### src/rtl/memory_pkg.sv
// memory_pkg: shared L1 dcache geometry constants and lookup/response types
package memory_pkg;
  localparam int DCACHE_L1_ASSOCIATIVITY = 4;
  localparam int DCACHE_L1_SETS = 64;
  localparam int DCACHE_L1_TAG_W = 20;
  localparam int DCACHE_L1_IDX_W = $clog2(DCACHE_L1_SETS);
  typedef logic [DCACHE_L1_TAG_W-1:0] dcache_tag_t;
  typedef logic [DCACHE_L1_ASSOCIATIVITY-1:0] valid_vec_t;
  typedef logic [DCACHE_L1_ASSOCIATIVITY-1:0] dirty_vec_t;
  typedef logic [DCACHE_L1_ASSOCIATIVITY-1:0] hit_vec_t;
  typedef logic [DCACHE_L1_ASSOCIATIVITY-1:0] repl_vec_t;
  typedef struct packed {
    logic [DCACHE_L1_IDX_W-1:0] idx;
    hit_vec_t hit_vec;
    logic hit;
    logic multihit;
    repl_vec_t victim_vec;
    logic victim_dirty;
    dcache_tag_t victim_tag;
  } d1_comp_rsp_t;
endpackage

### src/rtl/d1_repl_state.sv
// d1_repl_state: per-set replacement state and full-set victim pointer (round-robin, or tree PLRU when DCACHE_PLRU_EN is defined)
module d1_repl_state
  import memory_pkg::*;
#(
  parameter int N_WAY = DCACHE_L1_ASSOCIATIVITY,
  parameter int N_SETS = DCACHE_L1_SETS,
  localparam int IDX_W = $clog2(N_SETS),
  localparam int WW = $clog2(N_WAY)
) (
  input  logic             clk_i,
  input  logic             rst_ni,
  input  logic             flush_i,
  input  logic [IDX_W-1:0] idx_i,
  input  logic             upd_i,
  input  logic [WW-1:0]    way_i,
  output logic [WW-1:0]    ptr_o
);
`ifdef DCACHE_PLRU_EN
  localparam int SW = N_WAY - 1;
`else
  localparam int SW = WW;
`endif
  logic [SW-1:0] st_q [N_SETS];
  logic [SW-1:0] row;
  logic [SW-1:0] row_d;
  assign row = st_q[idx_i];
`ifdef DCACHE_PLRU_EN
  // walk the tree from the root; a zero bit steers toward the lower half
  always_comb begin
    int n;
    n = 1;
    for (int l = 0; l < WW; l++) n = 2 * n + int'(row[n-1]);
    ptr_o = WW'(n - N_WAY);
  end
  // touch: every node on the path to way_i points away from it
  always_comb begin
    int n;
    n = 1;
    row_d = row;
    for (int l = 0; l < WW; l++) begin
      n = (1 << l) | (int'(way_i) >> (WW - l));
      row_d[n-1] = ~way_i[WW-1-l];
    end
  end
`else
  assign ptr_o = row;
  // next pointer follows the way just replaced, wrapping naturally at N_WAY
  always_comb row_d = way_i + WW'(1);
`endif
  // state array: cleared by reset or flush, one row written per update
  always_ff @(posedge clk_i or negedge rst_ni) begin
    if (!rst_ni) for (int s = 0; s < N_SETS; s++) st_q[s] <= '0;
    else if (flush_i) for (int s = 0; s < N_SETS; s++) st_q[s] <= '0;
    else if (upd_i) st_q[idx_i] <= row_d;
  end
endmodule

### src/rtl/d1_pipe_comp_block.sv
// d1_pipe_comp_block: registered dcache tag compare with hit/multihit and victim selection; DCACHE_PLRU_EN selects PLRU replacement
module d1_pipe_comp_block
  import memory_pkg::*;
#(
  parameter int N_WAY = DCACHE_L1_ASSOCIATIVITY,
  parameter int N_SETS = DCACHE_L1_SETS,
  parameter int TAG_W = DCACHE_L1_TAG_W,
  localparam int IDX_W = $clog2(N_SETS)
) (
  input  logic                   clk_i,
  input  logic                   rst_ni,
  input  logic                   flush_i,
  input  logic                   req_valid_i,
  output logic                   req_ready_o,
  input  logic [IDX_W-1:0]       req_idx_i,
  input  logic [TAG_W-1:0]       tag_i,
  input  logic [N_WAY*TAG_W-1:0] tag_vec_i,
  input  logic [N_WAY-1:0]       valid_vec_i,
  input  logic [N_WAY-1:0]       dirty_vec_i,
  output logic                   rsp_valid_o,
  input  logic                   rsp_ready_i,
  output logic [IDX_W-1:0]       rsp_idx_o,
  output logic [N_WAY-1:0]       hit_vec_o,
  output logic                   hit_o,
  output logic                   multihit_o,
  output logic [N_WAY-1:0]       victim_vec_o,
  output logic                   victim_dirty_o,
  output logic [TAG_W-1:0]       victim_tag_o
);
  localparam int WW = $clog2(N_WAY);
  typedef struct packed {
    logic [IDX_W-1:0] idx;
    logic [N_WAY-1:0] hit_vec;
    logic hit;
    logic multihit;
    logic [N_WAY-1:0] victim_vec;
    logic victim_dirty;
    logic [TAG_W-1:0] victim_tag;
  } rsp_t;
  rsp_t rsp_q, rsp_d;
  logic rsp_valid_q, rsp_valid_d;
  logic accept, upd_en;
  logic [N_WAY-1:0] hit_vec;
  logic [WW-1:0] hit_way, victim_way, upd_way, ptr;
  assign req_ready_o = !flush_i & (!rsp_valid_q | rsp_ready_i);
  assign accept = req_valid_i & req_ready_o;
  // per-way compare; descending scan leaves the lowest hit and lowest invalid way
  always_comb begin
    hit_vec = '0;
    hit_way = '0;
    victim_way = ptr;
    for (int k = N_WAY - 1; k >= 0; k--) begin
      hit_vec[k] = valid_vec_i[k] & (tag_vec_i[k*TAG_W +: TAG_W] == tag_i);
      if (hit_vec[k]) hit_way = WW'(k);
      if (!valid_vec_i[k]) victim_way = WW'(k);
    end
  end
  // next response contents; victim fields forced to zero on any hit
  always_comb begin
    rsp_d.idx = req_idx_i;
    rsp_d.hit_vec = hit_vec;
    rsp_d.hit = |hit_vec;
    rsp_d.multihit = |(hit_vec & (hit_vec - N_WAY'(1)));
    rsp_d.victim_vec = rsp_d.hit ? '0 : N_WAY'(1) << victim_way;
    rsp_d.victim_dirty = !rsp_d.hit & dirty_vec_i[victim_way];
    rsp_d.victim_tag = rsp_d.hit ? '0 : tag_vec_i[int'(victim_way)*TAG_W +: TAG_W];
    rsp_valid_d = flush_i ? 1'b0 : accept ? 1'b1 : rsp_ready_i ? 1'b0 : rsp_valid_q;
  end
`ifdef DCACHE_PLRU_EN
  assign upd_en = accept & !rsp_d.multihit;
  assign upd_way = rsp_d.hit ? hit_way : victim_way;
`else
  assign upd_en = accept & !rsp_d.hit & (&valid_vec_i);
  assign upd_way = victim_way;
`endif
  d1_repl_state #(.N_WAY(N_WAY), .N_SETS(N_SETS)) u_repl (
    .clk_i  (clk_i),
    .rst_ni (rst_ni),
    .flush_i(flush_i),
    .idx_i  (req_idx_i),
    .upd_i  (upd_en),
    .way_i  (upd_way),
    .ptr_o  (ptr)
  );
  // output register: loaded on accept, held until consumed, dropped by flush
  always_ff @(posedge clk_i or negedge rst_ni) begin
    if (!rst_ni) begin
      rsp_valid_q <= 1'b0;
      rsp_q <= '0;
    end else begin
      rsp_valid_q <= rsp_valid_d;
      if (accept) rsp_q <= rsp_d;
    end
  end
  assign rsp_valid_o = rsp_valid_q;
  assign rsp_idx_o = rsp_q.idx;
  assign hit_vec_o = rsp_q.hit_vec;
  assign hit_o = rsp_q.hit;
  assign multihit_o = rsp_q.multihit;
  assign victim_vec_o = rsp_q.victim_vec;
  assign victim_dirty_o = rsp_q.victim_dirty;
  assign victim_tag_o = rsp_q.victim_tag;
endmodule
### config.mk
export PLATFORM = sky130hd
export DESIGN_NAME = d1_pipe_comp_block
export DESIGN_NICKNAME = d
export VERILOG_FILES = /design/src/rtl/memory_pkg.sv /design/src/rtl/d1_repl_state.sv /design/src/rtl/d1_pipe_comp_block.sv
export SDC_FILE = /design/constraint.sdc
export NUM_CORES = 1
export LEC_CHECK = 0
export CAP_MARGIN = 20
export CORE_ASPECT_RATIO = 0.8
export CORE_MARGIN = 2
export CORE_UTILIZATION = 40
export CTS_BUF_LIST = sky130_fd_sc_hd__clkbuf_4
export DETAILED_ROUTE_END_ITERATION = 6
export GPL_TIMING_DRIVEN = 0
export PLACE_DENSITY = 0.66
export SLEW_MARGIN = 20
export SYNTH_ARGS = -nofsm -noshare
export SYNTH_HDL_FRONTEND = slang
export SYNTH_HIERARCHICAL = 1
export SYNTH_SLANG_ARGS = --single-unit
export TNS_END_PERCENT = 30
### constraint.sdc
create_clock -name clk_i -period 3.2 [get_ports clk_i]
set_input_delay 0.64 -clock clk_i [delete_from_list [all_inputs] [get_ports clk_i]]
set_output_delay 0.64 -clock clk_i [all_outputs]
set_load 0.01 [all_outputs]
* Yosys cells after proc, flatten, opt, wreduce, memory -nomap -nowiden
Index checks and enable logic that the tools add are counted.
Operators by class: muxes and demuxes 19, $mul 1, div/mod/pow operators 0, bitwise operators 12, $add $sub $neg 2, reduce and logical (&&, ||, !) cells 9, equality and inequality tests 4, order comparisons 3, shift-type cells 2
Operators by type and width (count):
- $mux 128 | 2
- $bwmux 128 | 1
- $eq 20x20->1 | 4
- $shiftx 80x8->20 | 1
- $mux 20 | 1
- $mux 2 | 7
- $bmux 2 s6 | 1
- $demux 2 s6 | 1
- $and 1x1->1 | 9
- $reduce_or 4->1 | 2
- $ge 7x7->1 const B | 1
- $lt 7x1->1 const B | 1
- $not 6->7 | 1
- $mul 2x3->5 const B | 1
- $and 4x4->4 | 1
- $mux 1 | 4
- $mux 4 | 1
- $reduce_and 4->1 | 1
- $shl 1x2->4 const A | 1
- $sub 4x1->4 const B | 1
- $logic_not 1->1 | 3
- $lt 2x3->1 const B | 1
- $reduce_bool 3->1 | 1
- $add 2x1->2 const B | 1
- other kinds (4) | 4
Storage, ports and cells: flip-flop bits (word level) 166, input port bits 119, memories 0, output and inout bits 39, memory bits (read-only) 0, latch bits 0, RAM bits 0

* Longest topological paths before layout
Gate-level depths: netlist (run 1).
depth in word-level cells 12, mapped depth 18

* Cells and area by module
The synthesis (run 1) kept the hierarchy.
By module, submodules not included:
- d1_repl_state | area an instance 6721.4 µm², cells each 765, instances 1
- d1_pipe_comp_block | area an instance 3168.0 µm², cells each 344, instances 1

* Worst setup path before layout (run 1)
Ideal clock, no wire load.
path kind input to register, from in req_idx_i[0], to reg u_repl/st_q[101] (netlist name), arrival time 3.615 ns, data required time 3.117 ns, stages 17, path slack -0.498 ns, cells stage by stage buf_2 and2_1 buf_2 o2bb2ai_1 a221oi_2 nor2_1 a221o_1 or3_1 nor2_1 or2_1 clkinv_1 clkbuf_1 xnor2_1 nor3b_1 clkbuf_1 nand2_1 o21ai_0
On the way: cells in the longest elaborated chain, start to end 12, elaborated cells on any way between the ends 17
RTL lines:
- start: declaration | line d1_pipe_comp_block.sv:15 | input logic [IDX_W-1:0] req_idx_i,
- $not 6->7 (implied by the code) | line d1_repl_state.sv:26 | assign row = st_q[idx_i];
- $bmux 2 s6 | line d1_repl_state.sv:26
- $mux 2 (implied by the code) (2 in a row) | line d1_repl_state.sv:26
- net ptr[1] | line d1_pipe_comp_block.sv:44 | logic [WW-1:0] hit_way, victim_way, upd_way, ptr;
- $mux 2 (4 in a row) | line d1_pipe_comp_block.sv:55 | if (!valid_vec_i[k]) victim_way = WW'(k);
- net upd_way[1] | line d1_pipe_comp_block.sv:44
- $add 2x1->2 | line d1_repl_state.sv:48 | always_comb row_d = way_i + WW'(1);
- $bwmux 128 | line d1_repl_state.sv:54 | else if (upd_i) st_q[idx_i] <= row_d;
- $mux 128 | line d1_repl_state.sv:54
- $mux 128 | line d1_repl_state.sv:53 | else if (flush_i) for (int s = 0; s < N_SETS; s++) st_q[s] <= '0;
- end signal: indexed assignment | line d1_repl_state.sv:54
- end: declaration | line d1_repl_state.sv:23 | logic [SW-1:0] st_q [N_SETS];
The timed path passes the listed nets, and every way through them passes these cells. The select of a mux whose other input is x is not followed. A chain may end at the register's enable or synchronous reset.

* Worst setup path after layout (run 1)
from reg u_repl/st_q[73] (netlist name), to reg u_repl/st_q[73] (netlist name)
On the way: cells in the longest elaborated chain, start to end 11
RTL lines (line):
- $bmux 2 s6 | d1_repl_state.sv:26
- $mux 2 (implied by the code) (2 in a row) | d1_repl_state.sv:26
- net ptr[1] | d1_pipe_comp_block.sv:44
- $mux 2 (4 in a row) | d1_pipe_comp_block.sv:55
- net upd_way[1] | d1_pipe_comp_block.sv:44
- $add 2x1->2 | d1_repl_state.sv:48
- $bwmux 128 | d1_repl_state.sv:54
- $mux 128 | d1_repl_state.sv:54
- $mux 128 | d1_repl_state.sv:53
The timed path passes the listed nets, and every way through them passes these cells. The select of a mux whose other input is x is not followed.

==> impl_metrics.env, run 1 <==
export IMPL_ys_seq_area_share_pct=42.00
export IMPL_grt_overflow_total=0
export IMPL_rsz0062_at_grt="yes"
export IMPL_r2r_start="u_repl/st_q[73]"
export IMPL_grtUsageTotal_pct=29.58
export IMPL_start_util_pct=40.68
export IMPL_clk_pin_slew_ns=0.16
export IMPL_post_route_util_pct=54.50
export IMPL_seqCellArea_sq_um=4154
export IMPL_setup_ws_ns=-0.2081
export IMPL_hold_violations=0
export IMPL_port_buffer_count=148
export IMPL_min_period_ns=3.408
export IMPL_fin_setup_tns_ns=-10.69
export IMPL_place_area_sq_um=11930
export IMPL_crit_buf_inv=4
export IMPL_core_rowCount=51
export IMPL_cts_sinks=166
export IMPL_routed_wl_um=39630
export IMPL_synth_top_area_share_pct=42.00
export IMPL_cp_arrival_ns=3.92
export IMPL_chipWidth_um=179.8
export IMPL_cp_slowest_stage_delay_ns=0.43
export IMPL_cp_top_family="simple AND/OR/NAND/NOR gates"
export IMPL_hold_start="req_idx_i[2]"
export IMPL_synth_avg_cell_area_sq_um=8.917
export IMPL_busiest_layer="met1"
export IMPL_crit_type="reg2reg"
export IMPL_ir_worst_vdd_mv=0.2719
export IMPL_met2_usage_pct=42.21
export IMPL_initialDrtViolationCount=1124
export IMPL_grt_met3_usage_pct=9.443
export IMPL_grt_pass1_wl_um=57120
export IMPL_end_kind="flip-flop"
export IMPL_status="finished, violations left"
export IMPL_ant_nets=0
export IMPL_maxSlewViolCount=0
export IMPL_cp_startpoint="u_repl/st_q[73]"
export IMPL_ys_seq_elements=166
export IMPL_cp_data_required_time_ns=3.71
export IMPL_wl_per_cell_um=24.39
export IMPL_maxCapViolCount=0
export IMPL_nets=1412
export IMPL_powerDensity_nw_per_um2=361.1
export IMPL_yosysUniqueCellTypes=58
export IMPL_critPathSlowestCell="dfrtp_1"
export IMPL_firstDrtPassIters=5
export IMPL_hpwl_um=28460
export IMPL_multi_input_area_sq_um=5887
export IMPL_ys_flop_type="dfrtp_1"
export IMPL_fin_skew_ns=0.02489
export IMPL_synth_area_leaders="dfrtp_1 (42%), o21ai_0 (5.7%), xnor2_1 (5.5%)"
export IMPL_grt_pass1_vias=9158
export IMPL_synth_nets=1228
export IMPL_cts_buffers=17
export IMPL_path_cells="mux2_4 > a32o_1 > a221oi_2 > nor2_1 > a221o_1 > or3_4 > nor2_4 > or2_4 > clkinv_4 > clkbuf_16 > xnor2_4 > nor3b_4 > buf_6 > buf_12 > nand2_4 > o21ai_0"
export IMPL_netlist_area_sq_um=9889
export IMPL_drc_errors=0
export IMPL_synth_common_cells="dfrtp_1 (166), nand2_1 (136), o21ai_0 (112)"
export IMPL_netlist_top_cell_by_area="dfrtp_1"
export IMPL_max_slew_margin_pct=23.57
export IMPL_fmax_mhz=293.4
export IMPL_worst_slew_pin_slew_ns=1.146
export IMPL_finalInstanceArea_sq_um=13250
export IMPL_num_vias=9735
export IMPL_use_met1_pct=42.98
export IMPL_async_reset_ff_share_pct=100.0
export IMPL_die_area_sq_um=26010
export IMPL_dp_slack_ns=-2.506
export IMPL_cts_root_buf="clkbuf_4"
export IMPL_yosysMostFrequentCell="dfrtp_1"
export IMPL_crit_fanout=5
export IMPL_hp_class="in2reg"
export IMPL_setup_viol=85
export IMPL_leakage_nw=5.462
export IMPL_worstSkewPairLatency_ns=0.59
export IMPL_grt_max_degree=96
export IMPL_ios=158
export IMPL_htreeDepth=4
export IMPL_core_area_sq_um=24310
export IMPL_gp_congestion=0.9915
export IMPL_yosysWarnings=6
export IMPL_drive_gt1_share_pct=20.98
export IMPL_start_kind="flip-flop"
export IMPL_violations="negative setup slack"
export IMPL_synth_edff_count=0
export IMPL_die_h_um=144.6
export IMPL_cts_tree="built"
export IMPL_antenna_found_initial=1
export IMPL_areaGrowthSynthToFinish_pct=33.97
export IMPL_synth_cells=1109
export IMPL_viasPerCell=5.991
export IMPL_finalCritPeriodShare_pct=106.5
export IMPL_fill_cells=2225
export IMPL_clock_path_buffers=2
==> repair_timing <==
item                       in CTS  in global routing
buffers inserted               17                  5
pin swaps                      23                  9
cloned                          1                  0
setup endpoints to repair     153                150
hold buffers                    1                  0
hold endpoints to repair       24                  0
gates resized for setup       172                105
==> placed cells by master, fill, tap and decap left out, drive strengths merged, types with 53 or more instances in the layout <==
cell type and count:
buf 68, xnor2 65, clkbuf 62, clkdlybuf4s50 138
o21ai 122, a21oi 70, nor2 112, nand2 136
dfrtp 166, nand3b 53
==> sequential cells by signal, indices dropped and copies added (netlist names) <==
register,cells
victim_dirty_o,1
multihit_o,1
hit_vec_o,4
u_repl/st_q,128
rsp_idx_o,6
hit_o,1
rsp_valid_o,1
victim_tag_o,20
victim_vec_o,4
==> stage by stage <==
stage / std cells / hold slack [ns] / power (mW)
2_1_floorplan: 1109 / 0.3444 / 2.701
3_3_place_gp: 1575 / 0.4602 / 3.276
3_5_place_dp: 1576 / 0.4646 / 3.279
4_1_cts: 1619 / 0.3538 / 4.761
5_1_grt: 1625 / 0.3465 / 4.959
6_report: 1625 / 0.3803 / 4.785
==> metal layers <==
layer | up-vias | part of all wire, %
met4 | 0 | 2.2
met2 | 550 | 43
met5 | - | 0
met1 | 4820 | 43
li1 | 4294 | -
met3 | 71 | 12
==> layout make-up <==
cell class | instances | area share, %
tap | 318 | 3.003
multi-input combinational | 844 | 44.43
sequential | 166 | 31.35
antenna | 1 | 0.01889
clock inverter | 15 | 1.577
timing repair buffer | 173 | 13.15
buffer | 86 | 5.326
inverter | 5 | 0.1794
clock buffer | 17 | 0.9633
==> path summary, 6_finish.rpt <==
check / cells past startpoint / endpoint / slack [ns]
setup / recovery: 16 / u_repl/st_q[73] / -0.21
hold / removal: 2 / rsp_idx_o[2] / 0.38
setup reg to reg: 16 / u_repl/st_q[73] / -0.21
hold reg to reg: 2 / victim_tag_o[5] / 0.49
max in group asynchronous: 3 / rsp_idx_o[1] / 1.73
min in group asynchronous: 2 / u_repl/st_q[38] / 0.57
==> where the power goes <==
part | switching [mW] | internal [mW]
sequential | 0.0359 | 2.16
clock | 0.900 | 0.517
combinational | 0.635 | 0.532
total | 1.57 | 3.21
==> cell families after synthesis <==
family	Yosys count	synth area share, %
flops	166	42.00
mux	76	8.439
simple gates	411	20.48
buf+inv	99	5.010
fa+ha+maj	1	0.1139
compound gates	275	16.55
xor+xnor	81	7.401
No activity file was read; power rests on OpenSTA's default activity.
==> inputs of run 2 (changes only) <==
--- a/config.mk
+++ b/config.mk
@@ -9,9 +9,9 @@
 export CORE_ASPECT_RATIO = 0.8
 export CORE_MARGIN = 2
-export CORE_UTILIZATION = 40
+export CORE_UTILIZATION = 45
 export CTS_BUF_LIST = sky130_fd_sc_hd__clkbuf_4
 export DETAILED_ROUTE_END_ITERATION = 6
 export GPL_TIMING_DRIVEN = 0
-export PLACE_DENSITY = 0.66
+export PLACE_DENSITY = 0.73
 export SLEW_MARGIN = 20
 export SYNTH_ARGS = -nofsm -noshare
==> constraint.sdc (replaced) <==
create_clock -name clk_i -period 3.2 [get_ports clk_i]
set_input_delay 0.8 -clock clk_i [delete_from_list [all_inputs] [get_ports clk_i]]
set_output_delay 0.8 -clock clk_i [all_outputs]
set_load 0.01 [all_outputs]
==> run 2 against run 1 <==
The flow still finishes with violations (negative setup slack). Sequential cell count stayed put. Routed wire length is 0.22% higher. Cell count is 1.8% lower. Non-clock buffer count is 13 higher. Clock-buffer cell count is 1 higher. Sequential power hardly changed. Total power is 1.7% lower. Cell area is 5.0% higher. Worst setup slack worse by 0.26 ns. Via count is 2.2% higher. Sequential share of layout area is 1.5 points lower. Combinational power is 8% higher. Largest cell class unchanged.
==> impl_metrics.env, run 2 (synthesized netlist as in run 1, its figures left out) <==
export IMPL_layout_commonest_cell="dfrtp_1"
export IMPL_grt_max_degree=85
export IMPL_regMostFlops="u_repl/st_q"
export IMPL_antenna_found_initial=1
export IMPL_ios=158
export IMPL_setup_viol=151
export IMPL_powerDensity_nw_per_um2=338.0
export IMPL_fmax_mhz=272.9
export IMPL_rsz0062_at_grt="yes"
export IMPL_maxCapViolCount=0
export IMPL_port_buffer_count=148
export IMPL_seq_power_share_pct=46.8
export IMPL_nets=1425
export IMPL_cts_buffers=17
export IMPL_num_vias=9954
export IMPL_p_int_mw=3.169
export IMPL_min_period_ns=3.664
export IMPL_grt_overflow_total=0
export IMPL_cts_sinks=166
export IMPL_cts_tree="built"
export IMPL_leakage_nw=5.628
export IMPL_htreeDepth=4
export IMPL_viasPerCell=6.241
export IMPL_clk_pin_slew_ns=0.16
export IMPL_cts_root_buf="clkbuf_4"
export IMPL_core_area_sq_um=21560
export IMPL_worstRegToRegCells=16
export IMPL_cp_data_required_time_ns=3.70
export IMPL_die_h_um=136.6
export IMPL_wl_per_cell_um=24.90
export IMPL_r2r_start="u_repl/st_q[77]"
export IMPL_largest_reg_flops=128
export IMPL_drive_gt1_share_pct=28.89
export IMPL_crit_fanout=10
export IMPL_die_area_sq_um=23190
export IMPL_routed_wl_um=39720
export IMPL_setup_ws_ns=-0.4639
export IMPL_areaGrowthSynthToFinish_pct=40.66
export IMPL_max_slew_margin_pct=17.49
export IMPL_clock_path_buffers=2
export IMPL_ctsHoldBuffers=0
export IMPL_worstSkewPairLatency_ns=0.60
export IMPL_netSwitchingFraction_pct=32.60
export IMPL_hpwl_um=27790
export IMPL_chipWidth_um=169.7
export IMPL_end_kind="flip-flop"
export IMPL_dp_slack_ns=-2.678
export IMPL_final_cell_mix="dfrtp_1 (166), clkdlybuf4s50_1 (134), nand2_1 (126), nor2_1 (66), nand3b_1 (53)"
export IMPL_comb_power_share_pct=26.7
export IMPL_cp_arrival_ns=4.16
export IMPL_hp_class="in2async"
export IMPL_ir_worst_vdd_mv=0.2161
export IMPL_maxSlewViolCount=0
export IMPL_grtUsageTotal_pct=34.22
export IMPL_finalCritPeriodShare_pct=114.5
export IMPL_cp_startpoint="req_idx_i[2]"
export IMPL_power_share_clock_pct=26.4
export IMPL_gp_congestion=1.026
export IMPL_crit_type="in2reg"
export IMPL_initialDrtViolationCount=1244
export IMPL_place_area_sq_um=11890
export IMPL_core_rowCount=48
export IMPL_ant_nets=0
export IMPL_fin_setup_tns_ns=-43.77
export IMPL_status="finished, violations left"
export IMPL_drc_errors=0
export IMPL_p_total_mw=4.702
export IMPL_violations="negative setup slack"
export IMPL_grt_pass1_vias=9678
export IMPL_grt_pass1_wl_um=58270
export IMPL_start_kind="primary input"
export IMPL_fin_skew_ns=0.03141
export IMPL_switchingPower_mw=1.533
export IMPL_hold_violations=0
export IMPL_finalInstanceArea_sq_um=13910
export IMPL_post_route_util_pct=64.52
export IMPL_start_util_pct=45.87
export IMPL_firstDrtPassIters=6
export IMPL_worst_slew_pin_slew_ns=1.238
[run 2: changes by cell type in the layout (fill, tap and decap cells not counted), moves of 5 or more]
| cell | previous run | this run |
|---|---|---|
| o21ai_2 | 43 | 52 |
| nor2_2 | 6 | 17 |
| xnor2_2 | 7 | 13 |
| dlygate4sd2_1 | 3 | 10 |
| nor2_1 | 104 | 66 |
| clkbuf_16 | 2 | 7 |
| o21ai_0 | 43 | 37 |
| nor2_4 | 2 | 29 |
| a21oi_1 | 66 | 42 |
| xnor2_1 | 57 | 51 |
| nor3_1 | 5 | 0 |
| a21oi_2 | 4 | 28 |
[run 2: per-layer routing]
| layer | track usage (%) | share of wire (%) | vias up |
|---|---|---|---|
| li1 | - | - | 4319 |
| met3 | 14.00 | 14 | 102 |
| met1 | 48.31 | 41 | 4881 |
| met4 | 11.44 | 3.2 | 0 |
| met2 | 47.32 | 42 | 652 |
| met5 | 0 | 0 | - |
[run 2: power by group through the flow]
stage	logic (mW)	clock network [mW]	registers, mW
floorplan	0.430	0	2.27
global placement	1.02	0	2.24
detailed placement	1.03	0	2.24
CTS	1.20	1.26	2.20
global route	1.31	1.36	2.21
finish	1.26	1.24	2.20
[run 2: stage by stage]
stage / hold WS [ns] / cells
floorplan: 0.4693 / 1109
global placement: 0.4596 / 1532
detailed placement: 0.4691 / 1534
CTS: 0.1728 / 1589
global route: 0.1678 / 1595
finish: 0.1672 / 1595
[run 2: area by class of cell]
| cell class | count | area (sq um) |
|---|---|---|
| timing repair buffer | 188 | 2004 |
| clock inverter | 14 | 140.1 |
| multi-input combinational | 844 | 6349 |
| tap | 275 | 344.1 |
| inverter | 5 | 23.77 |
| sequential | 166 | 4154 |
| fill | 1732 | 7650 |
| antenna | 1 | 2.502 |
| clock buffer | 18 | 135.1 |
| buffer | 84 | 758.2 |
[run 2: final timing paths]
path                               endpoint  slack (ns)
min in group clk_i             rsp_idx_o[2]        0.45
setup reg to reg           u_repl/st_q[125]       -0.38
hold reg to reg                hit_vec_o[1]        0.50
hold / removal              u_repl/st_q[62]        0.17
max in group asynchronous  victim_tag_o[14]        2.14
setup / recovery           u_repl/st_q[125]       -0.46
[run 2: repair_timing]
item	4_1_cts	5_1_grt
pin swaps	61	17
hold endpoints to repair	0	0
gates resized for setup	335	81
setup buffers	27	5
endpoints found under the setup margin	153	152
cloned	6	0
[run 2: worst max-delay path, stage by stage]
cell and delay (ns):
buf_12 0.11, buf_12 0.13, buf_12 0.12, buf_12 0.13
clkbuf_2 0.29, a31oi_1 0.29, o21ai_2 0.13, a222oi_1 0.52
nand3_2 0.19, o21ai_4 0.22, a21boi_4 0.08, buf_8 0.15
xnor2_4 0.13, nor3b_2 0.24, clkbuf_8 0.19, buf_12 0.14
nand2_4 0.10, o21ai_2 0.19
==> inputs of run 3 (changes only) <==
PLACE_DENSITY = 0.69   (was 0.73)
SYNTH_HIERARCHICAL = unset   (was 1)
==> run 3 against run 2 <==
Cell area down 6.6%. Combinational power down 10%. Cell count is 7.4% lower. The flow now finishes without violations. Critical endpoint is now u_repl.st_q[19].
==> impl_metrics.env, run 3 <==
export IMPL_hold_violations=0
export IMPL_die_h_um=140.6
export IMPL_maxCapViolCount=0
export IMPL_yosysUniqueCellTypes=64
export IMPL_setup_viol=0
export IMPL_crit_type="in2reg"
export IMPL_wl_per_cell_um=24.46
export IMPL_place_area_sq_um=12410
export IMPL_maxSlewViolCount=0
export IMPL_worstSkewPairLatency_ns=0.60
export IMPL_synth_avg_cell_area_sq_um=10.71
export IMPL_crit_fanout=10
export IMPL_drc_errors=0
export IMPL_reg2reg_to="u_repl.st_q[41]"
export IMPL_async_reset_ff_share_pct=100.0
export IMPL_placed_cells=1431
export IMPL_clock_path_buffers=2
export IMPL_synth_common_cells="mux2i_1 (180), dfrtp_1 (166), nand2b_1 (133)"
export IMPL_p_int_mw=3.156
export IMPL_areaGrowthSynthToFinish_pct=23.73
export IMPL_final_cell_mix="mux2i_1 (178), dfrtp_1 (166), clkdlybuf4s50_1 (136), nand2b_1 (133), nand2_1 (70)"
export IMPL_ys_seq_elements=166
export IMPL_leakage_nw=6.079
export IMPL_synthMuxAreaShare_pct=20.52
export IMPL_core_area_sq_um=22680
export IMPL_regMostFlops="u_repl.st_q"
export IMPL_ys_seq_area_share_pct=39.57
export IMPL_finalCritPeriodShare_pct=98.24
export IMPL_cts_root_buf="clkbuf_4"
export IMPL_cp_startpoint="tag_i[6]"
export IMPL_firstDrtPassIters=5
export IMPL_largest_reg_flops=128
export IMPL_layout_commonest_cell="mux2i_1"
export IMPL_worstRegToRegCells=12
export IMPL_r2r_start="u_repl.st_q[62]"
export IMPL_chipWidth_um=174.8
export IMPL_initialDrtViolationCount=768
export IMPL_viasPerCell=5.881
export IMPL_ir_worst_vdd_mv=0.1605
export IMPL_hp_class="in2async"
export IMPL_powerDensity_nw_per_um2=356.8
export IMPL_end_kind="flip-flop"
export IMPL_seq_power_share_pct=47.6
export IMPL_finalInstanceArea_sq_um=12990
export IMPL_cts_tree="built"
export IMPL_grtUsageTotal_pct=29.86
export IMPL_routed_wl_um=36120
export IMPL_cp_arrival_ns=3.65
export IMPL_synth_area_leaders="dfrtp_1 (40%), mux2i_1 (17%), nand2b_1 (7.9%)"
export IMPL_start_util_pct=46.28
export IMPL_start_kind="primary input"
export IMPL_power_share_clock_pct=28.1
export IMPL_status="finished, final reports clean"
export IMPL_ctsHoldBuffers=0
export IMPL_htreeDepth=4
export IMPL_port_buffer_count=144
export IMPL_synthSimpleGateAreaFrac_pct=21.82
export IMPL_comb_power_share_pct=24.4
export IMPL_fin_setup_tns_ns=0
export IMPL_netlist_top_cell_by_area="dfrtp_1"
export IMPL_yosysMostFrequentCell="mux2i_1"
export IMPL_synth_top_family_by_area="simple AND/OR/NAND/NOR gates"
export IMPL_cts_sinks=166
export IMPL_synth_cells=980
export IMPL_die_area_sq_um=24570
export IMPL_drive_gt1_share_pct=17.40
export IMPL_switchingPower_mw=1.479
export IMPL_netSwitchingFraction_pct=31.91
export IMPL_ant_nets=0
export IMPL_synth_edff_count=0
export IMPL_worst_slew_pin_slew_ns=0.8010
export IMPL_synth_nets=1103
export IMPL_fmax_mhz=318.1
export IMPL_cts_buffers=17
export IMPL_grt_pass1_vias=8686
export IMPL_ys_flop_type="dfrtp_1"
export IMPL_fin_skew_ns=0.02434
export IMPL_num_vias=8686
export IMPL_cp_data_required_time_ns=3.70
export IMPL_synthAdderAreaFrac_pct=0.5721
export IMPL_clk_pin_slew_ns=0.15
export IMPL_synth_top_area_share_pct=39.57
export IMPL_core_rowCount=49
export IMPL_synth_xor_area_share_pct=6.675
export IMPL_ios=158
export IMPL_netlist_area_sq_um=10500
export IMPL_yosysWarnings=0
export IMPL_nets=1277
export IMPL_synth_compound_area_share_pct=6.114
export IMPL_r2r_slack_ns=0.20
export IMPL_hpwl_um=26550
export IMPL_antenna_found_initial=3
export IMPL_grt_overflow_total=0
export IMPL_min_period_ns=3.144
export IMPL_gp_congestion=1.008
export IMPL_instances_no_fill=1477
export IMPL_grt_pass1_wl_um=54680
export IMPL_grt_max_degree=87
export IMPL_max_slew_margin_pct=46.60
run 3: how the worst max path moves through the flow:
stage | to | depth (start not counted)
floorplan | u_repl.st_q[25] | 11
global placement | u_repl.st_q[118] | 1
detailed placement | u_repl.st_q[19] | 12
CTS | u_repl.st_q[97] | 12
global route | u_repl.st_q[20] | 12
finish | u_repl.st_q[19] | 12
run 3: metal layers:
layer / vias to the layer above / wire length (um) / GRT usage, %
met4: 0 / 636 / 8.465
met3: 50 / 3387 / 8.360
met5: - / 0 / 0
met2: 422 / 14990 / 40.96
li1: 3893 / - / -
met1: 4321 / 17110 / 45.55
run 3: kinds of logic after synthesis:
kind of cell | after synthesis
adder cells (fa/ha/maj) | 5
XOR/XNOR | 80
multiplexers | 198
AO/OA/AOI/OAI | 82
AND/OR/NAND/NOR | 357
flip-flops | 166
buffers and inverters | 92
run 3: layout make-up:
cell class	instances	area [sq um]
Fill cell	2008	9696
Clock buffer	19	142.6
Antenna cell	4	10.01
Clock inverter	13	131.4
Sequential cell	166	4154
Buffer	86	549.3
Timing Repair Buffer	156	1563
Tap cell	306	382.9
Inverter	5	18.77
Multi-Input combinational cell	722	6037
run 3: power groups by stage:
stage / combinational [mW] / clock (mW) / sequential (mW)
5_1_grt: 1.19 / 1.39 / 2.21
2_1_floorplan: 0.468 / 0 / 2.28
3_5_place_dp: 1.07 / 0 / 2.25
4_1_cts: 1.09 / 1.31 / 2.21
6_report: 1.13 / 1.30 / 2.20
3_3_place_gp: 1.07 / 0 / 2.24
run 3: repair_timing:
| action | 4_1_cts | 5_1_grt |
|---|---|---|
| gates cloned | 1 | 0 |
| gates resized for setup | 28 | 31 |
| setup endpoints to repair | 153 | 140 |
| pin swaps | 2 | 9 |
| buffers inserted | 4 | 6 |
run 3: critical path, cell delays in order:
cell	delay, ns
clkdlybuf4s50_1	0.54
xnor2_2	0.28
nand3_1	0.15
nor4_2	0.30
nand4_1	0.27
and4_1	0.27
buf_2	0.17
nand2_1	0.15
buf_6	0.19
buf_6	0.17
or4_4	0.15
mux2i_1	0.20
run 3: metrics by stage:
stage | hold slack (ns) | util [%] | power [mW] | setup WS, ns
2_1_floorplan | 0.5044 | - | 2.744 | 0.007384
3_3_place_gp | 0.4605 | 54.56 | 3.312 | -5.932
3_5_place_dp | 0.4697 | 54.70 | 3.316 | -1.701
4_1_cts | 0.2045 | 56.43 | 4.609 | 0.003133
5_1_grt | 0.1985 | 57.24 | 4.790 | -0.04398
6_report | 0.1803 | 57.26 | 4.635 | 0.05629
